$ cat config.mk
export PLATFORM = sky130hd
export DESIGN_NAME = retry_arbiter
export DESIGN_NICKNAME = d
export VERILOG_FILES = /design/src/rtl/retry_arbiter_pkg.sv /design/src/rtl/retry_arbiter_rr.sv /design/src/rtl/retry_arbiter.sv
export SDC_FILE = /design/constraint.sdc
export NUM_CORES = 1
export LEC_CHECK = 0
export CORE_MARGIN = 8
export CORE_UTILIZATION = 35
export DETAILED_ROUTE_END_ITERATION = 16
export GPL_TIMING_DRIVEN = 0
export PLACE_DENSITY_LB_ADDON = 0.05
export SYNTH_ARGS = -nofsm -noshare
export SYNTH_HDL_FRONTEND = slang
export SYNTH_SLANG_ARGS = --single-unit
$ cat constraint.sdc
create_clock -name clk_i -period 1.48 [get_ports clk_i]
set_input_delay 0.148 -clock clk_i [delete_from_list [all_inputs] [get_ports clk_i]]
set_output_delay 0.148 -clock clk_i [all_outputs]
set_load 0.005 [all_outputs]
$ cat src/rtl/retry_arbiter_pkg.sv
// Shared types and helpers for the retry arbiter: FSM state encoding and
// round-robin pointer increment.
package retry_arbiter_pkg;

    typedef enum logic [0:0] {
        UNLOCKED = 1'b0,
        LOCKED   = 1'b1
    } arb_state_e;

    // Wrapped increment of a round-robin pointer over n entries.
    function automatic int rr_next(input int ptr, input int n);
        return ((ptr + 32'sd1) >= n) ? 32'sd0 : (ptr + 32'sd1);
    endfunction

endpackage

$ cat src/rtl/retry_arbiter_rr.sv
// Combinational round-robin picker: first requester at or after ptr_i,
// wrapping modulo NumSources. With no requester the grant rests on ptr_i.
module retry_arbiter_rr #(
    parameter int NumSources = 2,
    parameter int SrcW       = 1
) (
    input  logic [NumSources-1:0] req_i,
    input  logic [SrcW-1:0]       ptr_i,
    output logic [SrcW-1:0]       grant_o,
    output logic                  any_req_o
);

    // Scan from the pointer upward and keep the first hit.
    always_comb begin
        logic [SrcW:0]   sum_s;
        logic [SrcW-1:0] idx_s;
        logic            hit_s;
        grant_o   = ptr_i;
        any_req_o = 1'b0;
        sum_s     = '0;
        idx_s     = '0;
        hit_s     = 1'b0;
        for (int i = 0; i < NumSources; i++) begin
            sum_s = {1'b0, ptr_i} + (SrcW+1)'(i);
            if (sum_s >= (SrcW+1)'(NumSources)) begin
                sum_s = sum_s - (SrcW+1)'(NumSources);
            end else begin
                sum_s = sum_s;
            end
            idx_s     = sum_s[SrcW-1:0];
            hit_s     = !any_req_o && req_i[idx_s];
            grant_o   = hit_s ? idx_s : grant_o;
            any_req_o = any_req_o | hit_s;
        end
    end

endmodule

$ cat src/rtl/retry_arbiter.sv
// Round-robin retry arbiter with lock hold and a one-entry output slice.
// Optional per-source saturating counters when RETRY_ARBITER_STATS_EN is defined.
module retry_arbiter
    import retry_arbiter_pkg::*;
#(
    parameter int NumSources = 2,
    parameter int IDSize     = 4,
    parameter int CntWidth   = 16,
    localparam int SrcW      = (NumSources > 1) ? $clog2(NumSources) : 1
) (
    input  logic                         clk_i,
    input  logic                         rst_i,
    input  logic [NumSources*IDSize-1:0] src_id_i,
    input  logic [NumSources-1:0]        src_valid_i,
    output logic [NumSources-1:0]        src_ready_o,
    input  logic [NumSources-1:0]        src_lock_i,
    output logic [IDSize-1:0]            src_id_feedback_o,
    output logic [IDSize-1:0]            dst_id_o,
    output logic                         dst_valid_o,
    input  logic                         dst_ready_i,
    output logic                         dst_lock_o,
    input  logic [IDSize-1:0]            dst_id_feedback_i,
    output logic [SrcW-1:0]              dst_src_o
`ifdef RETRY_ARBITER_STATS_EN
    ,
    output logic [NumSources*CntWidth-1:0] retry_cnt_o,
    input  logic                           cnt_clear_i
`endif
);

    arb_state_e        state_r, state_s;
    logic [SrcW-1:0]   rr_ptr_r, rr_ptr_s;
    logic [SrcW-1:0]   lock_src_r, lock_src_s;
    logic [SrcW-1:0]   eff_ptr_s, pick_grant_s, grant_s;
    logic              any_req_s, locked_hold_s, accept_s, hs_s;
    logic              dst_valid_r;
    logic [IDSize-1:0] dst_id_r;
    logic [SrcW-1:0]   dst_src_r;
    logic [IDSize-1:0] id_arr_s [NumSources];

    for (genvar g = 0; g < NumSources; g++) begin : g_id_unpack
        assign id_arr_s[g] = src_id_i[g*IDSize +: IDSize];
    end

    // A lock only holds while its owner keeps asserting lock; in the exit
    // cycle arbitration already restarts just after the former owner.
    assign locked_hold_s = (state_r == LOCKED) && src_lock_i[lock_src_r];
    assign eff_ptr_s     = (state_r == LOCKED) ? SrcW'(rr_next(int'(lock_src_r), NumSources))
                                               : rr_ptr_r;

    retry_arbiter_rr #(
        .NumSources (NumSources),
        .SrcW       (SrcW)
    ) u_rr (
        .req_i     (src_valid_i),
        .ptr_i     (eff_ptr_s),
        .grant_o   (pick_grant_s),
        .any_req_o (any_req_s)
    );

    assign grant_s  = locked_hold_s ? lock_src_r : pick_grant_s;
    assign accept_s = !dst_valid_r || dst_ready_i;
    assign hs_s     = accept_s && src_valid_i[grant_s];

    // Ready goes only to the granted source while the slice can accept.
    always_comb begin
        src_ready_o = '0;
        for (int g = 0; g < NumSources; g++) begin
            src_ready_o[g] = accept_s && (grant_s == SrcW'(g));
        end
    end

    // Lock FSM next-state and round-robin pointer update.
    always_comb begin
        state_s    = state_r;
        rr_ptr_s   = rr_ptr_r;
        lock_src_s = lock_src_r;
        case (state_r)
            LOCKED: begin
                if (locked_hold_s) begin
                    state_s = LOCKED;
                end else if (hs_s && src_lock_i[grant_s]) begin
                    lock_src_s = grant_s;
                    rr_ptr_s   = eff_ptr_s;
                end else if (hs_s) begin
                    state_s  = UNLOCKED;
                    rr_ptr_s = SrcW'(rr_next(int'(grant_s), NumSources));
                end else begin
                    state_s  = UNLOCKED;
                    rr_ptr_s = eff_ptr_s;
                end
            end
            UNLOCKED: begin
                if (hs_s && src_lock_i[grant_s]) begin
                    state_s    = LOCKED;
                    lock_src_s = grant_s;
                end else if (hs_s) begin
                    rr_ptr_s = SrcW'(rr_next(int'(grant_s), NumSources));
                end else begin
                    state_s = UNLOCKED;
                end
            end
            default: begin
                state_s  = UNLOCKED;
                rr_ptr_s = '0;
            end
        endcase
    end

    // FSM, pointer and lock owner registers.
    always_ff @(posedge clk_i or posedge rst_i) begin
        if (rst_i) begin
            state_r    <= UNLOCKED;
            rr_ptr_r   <= '0;
            lock_src_r <= '0;
        end else begin
            state_r    <= state_s;
            rr_ptr_r   <= rr_ptr_s;
            lock_src_r <= lock_src_s;
        end
    end

    // One-entry output slice; a load in a draining cycle replaces the entry.
    always_ff @(posedge clk_i or posedge rst_i) begin
        if (rst_i) begin
            dst_valid_r <= 1'b0;
            dst_id_r    <= '0;
            dst_src_r   <= '0;
        end else if (hs_s) begin
            dst_valid_r <= 1'b1;
            dst_id_r    <= id_arr_s[grant_s];
            dst_src_r   <= grant_s;
        end else if (dst_ready_i) begin
            dst_valid_r <= 1'b0;
        end
    end

    assign dst_valid_o       = dst_valid_r;
    assign dst_id_o          = dst_id_r;
    assign dst_src_o         = dst_src_r;
    // Held entries also keep the downstream from reusing IDs.
    assign dst_lock_o        = (|src_lock_i) || (state_r == LOCKED) || dst_valid_r;
    assign src_id_feedback_o = dst_id_feedback_i;

`ifdef RETRY_ARBITER_STATS_EN
    logic [CntWidth-1:0] cnt_r [NumSources];

    for (genvar g = 0; g < NumSources; g++) begin : g_cnt
        // Saturating per-source handshake counter; clear wins over increment.
        always_ff @(posedge clk_i or posedge rst_i) begin
            if (rst_i) begin
                cnt_r[g] <= '0;
            end else if (cnt_clear_i) begin
                cnt_r[g] <= '0;
            end else if (hs_s && (grant_s == SrcW'(g)) && !(&cnt_r[g])) begin
                cnt_r[g] <= cnt_r[g] + {{(CntWidth-1){1'b0}}, 1'b1};
            end
        end
        assign retry_cnt_o[g*CntWidth +: CntWidth] = cnt_r[g];
    end
`endif

endmodule

---- Word-level counts from Yosys, hierarchy flattened ----
Cells that the tools add are included.
cells by class
  order comparisons ....................... 9
  bitwise operators ....................... 3
  add/subtract/negate cells ............... 5
  reductions and logical operators ........ 14
  equal/unequal tests ..................... 3
  muxes and demuxes ....................... 35
operators with widths
  cell                 number
  $mux 1               29
  $mux 4               3
  $ge 2x2->1 const B   4
  $lt 1x2->1 const B   4
  $add 1x1->2 const B  3
  $logic_and 1x1->1    6
  $ne 2x2->1 const B   3
  $pmux 1 s2           3
  $logic_or 1x1->1     3
  $reduce_and 3->1     1
  $ge 1x2->1 const B   1
  $logic_not 1->1      2
  $not 1->1            2
  $not 1->2            1
  $reduce_bool 2->1    1
  $reduce_or 2->1      1
  $sub 1x1->1 const B  2
word-level totals
  register bits ........................... 9
  input port bits ......................... 19
  logic and storage cells ................. 75
  output and inout port bits .............. 13

---- Depth between registers and ports, before layout ----
  word-level depth ........................ 19
  mapped depth ............................ 7
  gate-level depth less buffers ........... 5

---- By module ----
A second synthesis with hierarchy kept.
unflattened totals
  cells, all modules ...................... 70
  area, all modules ....................... 633.1 µm²
by module, submodules not included
  module            times used  cells each  area an instance (µm²)
  retry_arbiter     1           66          614.3
  retry_arbiter_rr  1           4           18.8

---- Worst setup path before layout ----
No wires, ideal clock.
  kind .................................... register to register
  start ................................... register state_r
  end ..................................... register lock_src_r
  path buffers ............................ 0
  stages on the path, launching flop included .. 6
  setup slack ............................. -5 ps
  required time ........................... 1,352 ps
  arrival time ............................ 1,356 ps
  cells stage by stage .................... dfrtp_1 and2b_4 o21ai_2 a31o_1 o41ai_1 nand2b_1
between the ends
  word-level cells in the longest chain between the ends .. 16
  elaborated cells on any way between the ends .. 29
ends and longest elaborated chain
  element                                                                 RTL line                                        RTL
  from (decl)                                                             retry_arbiter.sv:31                             arb_state_e state_r, state_s;
  from (signal assigned)                                                  retry_arbiter.sv:117                            state_r <= state_s;
  $mux 1                                                                  retry_arbiter.sv:48                             assign eff_ptr_s = (state_r == LOCKED) ? SrcW'(rr_next(int'(lock_src_r), NumSources))
  $add 1x1->2 (tied with other cells)                                     retry_arbiter_rr.sv:24                          sum_s = {1'b0, ptr_i} + (SrcW+1)'(i);
  $ge 2x2->1 (tied with other cells)                                      retry_arbiter_rr.sv:25                          if (sum_s >= (SrcW+1)'(NumSources)) begin
  $mux 1, on equally long branches                                        retry_arbiter_rr.sv:25, retry_arbiter_rr.sv:31
  $mux 1 (implied by the code)                                            retry_arbiter_rr.sv:31                          hit_s = !any_req_o && req_i[idx_s];
  $mux 1 (implied by the code) / $logic_not 1->1 (equally long branches)  retry_arbiter_rr.sv:31
  $logic_and 1x1->1                                                       retry_arbiter_rr.sv:31
  $mux 1                                                                  retry_arbiter_rr.sv:32                          grant_o = hit_s ? idx_s : grant_o;
  $mux 1                                                                  retry_arbiter.sv:61                             assign grant_s = locked_hold_s ? lock_src_r : pick_grant_s;
  $mux 1 (implied by the code) (2 in a row)                               retry_arbiter.sv:63                             assign hs_s = accept_s && src_valid_i[grant_s];
  $logic_and 1x1->1                                                       retry_arbiter.sv:63
  $logic_and 1x1->1                                                       retry_arbiter.sv:82, retry_arbiter.sv:94
  $mux 1                                                                  retry_arbiter.sv:82, retry_arbiter.sv:94
  $mux 1                                                                  retry_arbiter.sv:80                             if (locked_hold_s) begin
  $pmux 1 s2                                                              retry_arbiter.sv:78                             case (state_r)
  to (signal assigned)                                                    retry_arbiter.sv:119                            lock_src_r <= lock_src_s;
  to (decl)                                                               retry_arbiter.sv:33                             logic [SrcW-1:0] lock_src_r, lock_src_s;
Parallel ways exist; a longest one is shown, timed or not. The select of a mux whose other input is x is not followed.
A chain may end at the register's enable or synchronous reset.

---- Final worst setup path ----
  start ................................... register state_r
  end ..................................... output port src_ready_o[0]
between the ends
  word-level cells in the longest chain between the ends .. 11
  elaborated cells on any way between the ends .. 20
ends and longest elaborated chain
  element                                                                 RTL line                                        RTL
  $mux 1                                                                  retry_arbiter.sv:48
  $add 1x1->2 (tied with other cells)                                     retry_arbiter_rr.sv:24
  $ge 2x2->1 (tied with other cells)                                      retry_arbiter_rr.sv:25
  $mux 1, on equally long branches                                        retry_arbiter_rr.sv:25, retry_arbiter_rr.sv:31
  $mux 1 (implied by the code)                                            retry_arbiter_rr.sv:31
  $mux 1 (implied by the code) / $logic_not 1->1 (equally long branches)  retry_arbiter_rr.sv:31
  $logic_and 1x1->1                                                       retry_arbiter_rr.sv:31
  $mux 1                                                                  retry_arbiter_rr.sv:32
  $mux 1 *                                                                retry_arbiter.sv:61
  $not 1->1 *                                                             retry_arbiter.sv:69                             src_ready_o[g] = accept_s && (grant_s == SrcW'(g));
  $logic_and 1x1->1 *                                                     retry_arbiter.sv:69
  to (decl)                                                               retry_arbiter.sv:15                             output logic [NumSources-1:0] src_ready_o,
Mark *: on every way between the ends. The rest lies on a longest branch, timed or not. The select of a mux whose other input is x is not followed.

==> flow_summary_export.csv <==
group,metric,value,unit
worst_setup_path,criticalPathCategory,"reg2out",
global_routing,antenna_found_initial,0,
synthesis,syn-num-nets,89,
synthesis,synth_warnings,0,
clock_network,cts-root-buf,"clkbuf_4",
clock_network,clockBufferDepth,2,
route,drc,0,
route,ant_nets,0,
clock_network,cts_tree,"yes",
placed_design,io_buffers,26,
timing,timing.final.crit_share,110.2,%
global_routing,grt_pass1_wl,3.187,mm
layout,area_growth,73.51,%
floorplan,boundaryPins,32,
placed_design,hpwl,1.391,mm
clock_network,clkSlewWorstSetupHoldPaths,60,ps
clock_network,numCtsBuffers,3,
floorplan,die_area,0.003499,mm^2
outcome,outcome,"finished, violations left",
worst_setup_path,required,1330,ps
global_routing,grtUsageMet1,13.47,%
floorplan,initial_core_util,37.35,%
route,finalWirelength,2.046,mm
synthesis,netlist_area,651.9,um^2
layout,drive_gt1_share,37.27,%
power_and_ir_drop,leakagePower,0.4885,nW
synthesis,yosysUniqueCellTypes,34,
global_routing,overflow,0,
timing,finalCriticalPeriod,1630,ps
placed_design,dp_cells,121,
synthesis,avgSynthCellArea,9.313,um^2
power_and_ir_drop,p_total,1.904,mW
run,cap_violations,0,
layout,fin_cells,135,
layout,n_antenna_cell,0,
timing,hold_violations,0,
timing,worst_slew_pin_slew,355.3,ps
route,drtIter0Drc,12,
synthesis,seq_area_frac_synth,34.55,%
hold_path,hold_class,"in2async",
layout,final_common_cell,"clkdlybuf4s50_1",
global_routing,grt_util_met3,5.423,%
floorplan,core_area,0.001745,mm^2
floorplan,row_count,15,
route,vias,683,
global_routing,grt_pass1_vias,693,
worst_setup_path,crit_path_end_kind,"output pin",
layout,fin_util,64.80,%
route,dr.pass1.iters,4,
layout,postLayoutCellArea,0.001131,mm^2
timing,rsz0062_at_grt,"true",
timing,finalSetupViolCount,9,
worst_setup_path,cp.arrival,1480,ps
route,routedWlPerCell,15.16,um
power_and_ir_drop,vdd_drop_max,0.8904,mV
global_routing,grt_usage,12.11,%
placed_design,gp_congestion,0.7824,
power_and_ir_drop,pwr_density_cell,1683,mW/mm^2
global_routing,top_usage_layer,"met2",
timing,fin_tns_setup,-754.4,ps
layout,nNetsFinal,130,
clock_network,cts_sinks,9,
timing,fin_ws,-150.3,ps
floorplan,die_y,59.16,um
synthesis,synth-seq-cells,9,
timing,clock.fmax,613.4,MHz
clock_network,htreeDepth,1,
outcome,violations,"setup timing",
route,via_per_inst,5.059,
timing,final_max_slew_viol_count,0,
layout,final_cell_mix,"clkdlybuf4s50_1, buf_4, nand2_1, dfrtp_1, buf_6",
floorplan,die_w,59.16,um
worst_setup_path,cp-start-kind,"flop",
synthesis,syn_inst,70,
global_routing,grt_max_degree,11,
global_routing,grtUsageMet2,18.07,%
clock_network,cts-hold-fix-buffers,0,
worst_setup_path,critical_path.max_fanout,3,
clock_network,worstSkewPairLatency,260,ps
placed_design,dpl_cell_area,943.4,um^2
timing,skew,2.265,ps
timing,relSlewSlack,76.24,%
==> cell type report <==
type                    count  area, um^2
plain buffers               6       48.80
clock buffers               4       26.28
repair buffers             36       337.8
fillers                   153       614.3
inverters                   3       11.26
flip-flops and latches      9       226.5
multi-input cells          52       449.2
well taps                  25       31.28
==> critical path, stage by stage (launching register included) <==
cell and delay (ps):
dfrtp_1 380, and2b_4 220, a2bb2oi_4 150, or2_4 240, a21oi_2 120, buf_2 120
==> stage by stage <==
| stage | hold slack, ps | setup WS, ps |
|---|---|---|
| detailed placement | 436.5 | -625.2 |
| finish | 142.8 | -150.3 |
| global route | 192.6 | -205.3 |
| floorplan | -24.08 | -4.787 |
| global placement | 430.4 | -639.4 |
| CTS | 151.3 | -152.8 |
==> cells by family (layout without fill, tap and decap cells) <==
group                  count (synthesis)  after routing  share of synthesized area (%)
buffers and inverters                  9             49                          9.213
AO/OA/AOI/OAI                         21             21                          24.76
multiplexers                           5              5                          7.678
AND/OR/NAND/NOR                       26             26                          23.80
flip-flops                             9              9                          34.55
==> flip-flops by register name (all words and copies together) (netlist names) <==
register / cells
dst_id_o: 4
dst_src_o: 1
dst_valid_o: 1
lock_src_r: 1
rr_ptr_r: 1
state_r: 1
==> path summary, 6_finish.rpt <==
path / from / to / slack [ps] / cells after the start
hold / removal: rst_i / dst_valid_o / 140 / 2
hold reg to reg: dst_id_o[3] / dst_id_o[3] / 490 / 2
max in group asynchronous: rst_i / lock_src_r / 1070 / 2
setup / recovery: state_r / src_ready_o[0] / -150 / 5
setup reg to reg: lock_src_r / rr_ptr_r / -130 / 5
min in group clk_i: src_valid_i[0] / dst_src_o / 280 / 4
==> timing repair <==
action / in CTS / in global routing
setup endpoints to repair: 10 / 11
cloned: 0 / 1
setup buffers: 6 / 4
resized for setup: 28 / 9
pin swaps: 7 / 5
==> Yosys cell counts (all sizes together) <==
cell type  count  share of area (%)
nor2           2                1.2
nor3           1               0.77
or2b           1                1.3
a31o           1                1.3
inv            3                1.7
o21ai         11                 11
or4            1                1.2
o41ai          1                1.3
and3b          1                1.3
nor3b          1                1.2
nand2b         1               0.96
nand2          8                4.6
buf            6                7.5
a21oi          2                1.5
nand3          2                1.5
dfrtp          9                 35
o32ai          1                1.3
a21o           1                1.2
o311ai         1                1.3
or2            1               0.96
a211oi         1                1.2
and2b          1                1.5
nor4           1               0.96
mux2i          5                7.7
and2           1               0.96
o211ai         1                1.9
nor4b          1                1.3
nor2b          3                4.0
a2bb2oi        1                2.3
==> power by group <==
part / switching [mW] / internal, mW / total (mW)
Clock: 0.0835 / 0.104 / 0.187
Combinational: 0.530 / 0.738 / 1.27
Sequential: 0.0864 / 0.362 / 0.448
Total: 0.700 / 1.20 / 1.90
==> routing by layer <==
| layer | wire [um] | part of all wire, % | up-vias |
|---|---|---|---|
| met1 | 911 | 45 | 317 |
| met4 | 57 | 2.8 | 0 |
| met5 | 0 | 0 | - |
| li1 | - | - | 331 |
| met3 | 157 | 7.7 | 6 |
| met2 | 919 | 45 | 29 |
Power figures use the tool's default switching activity.
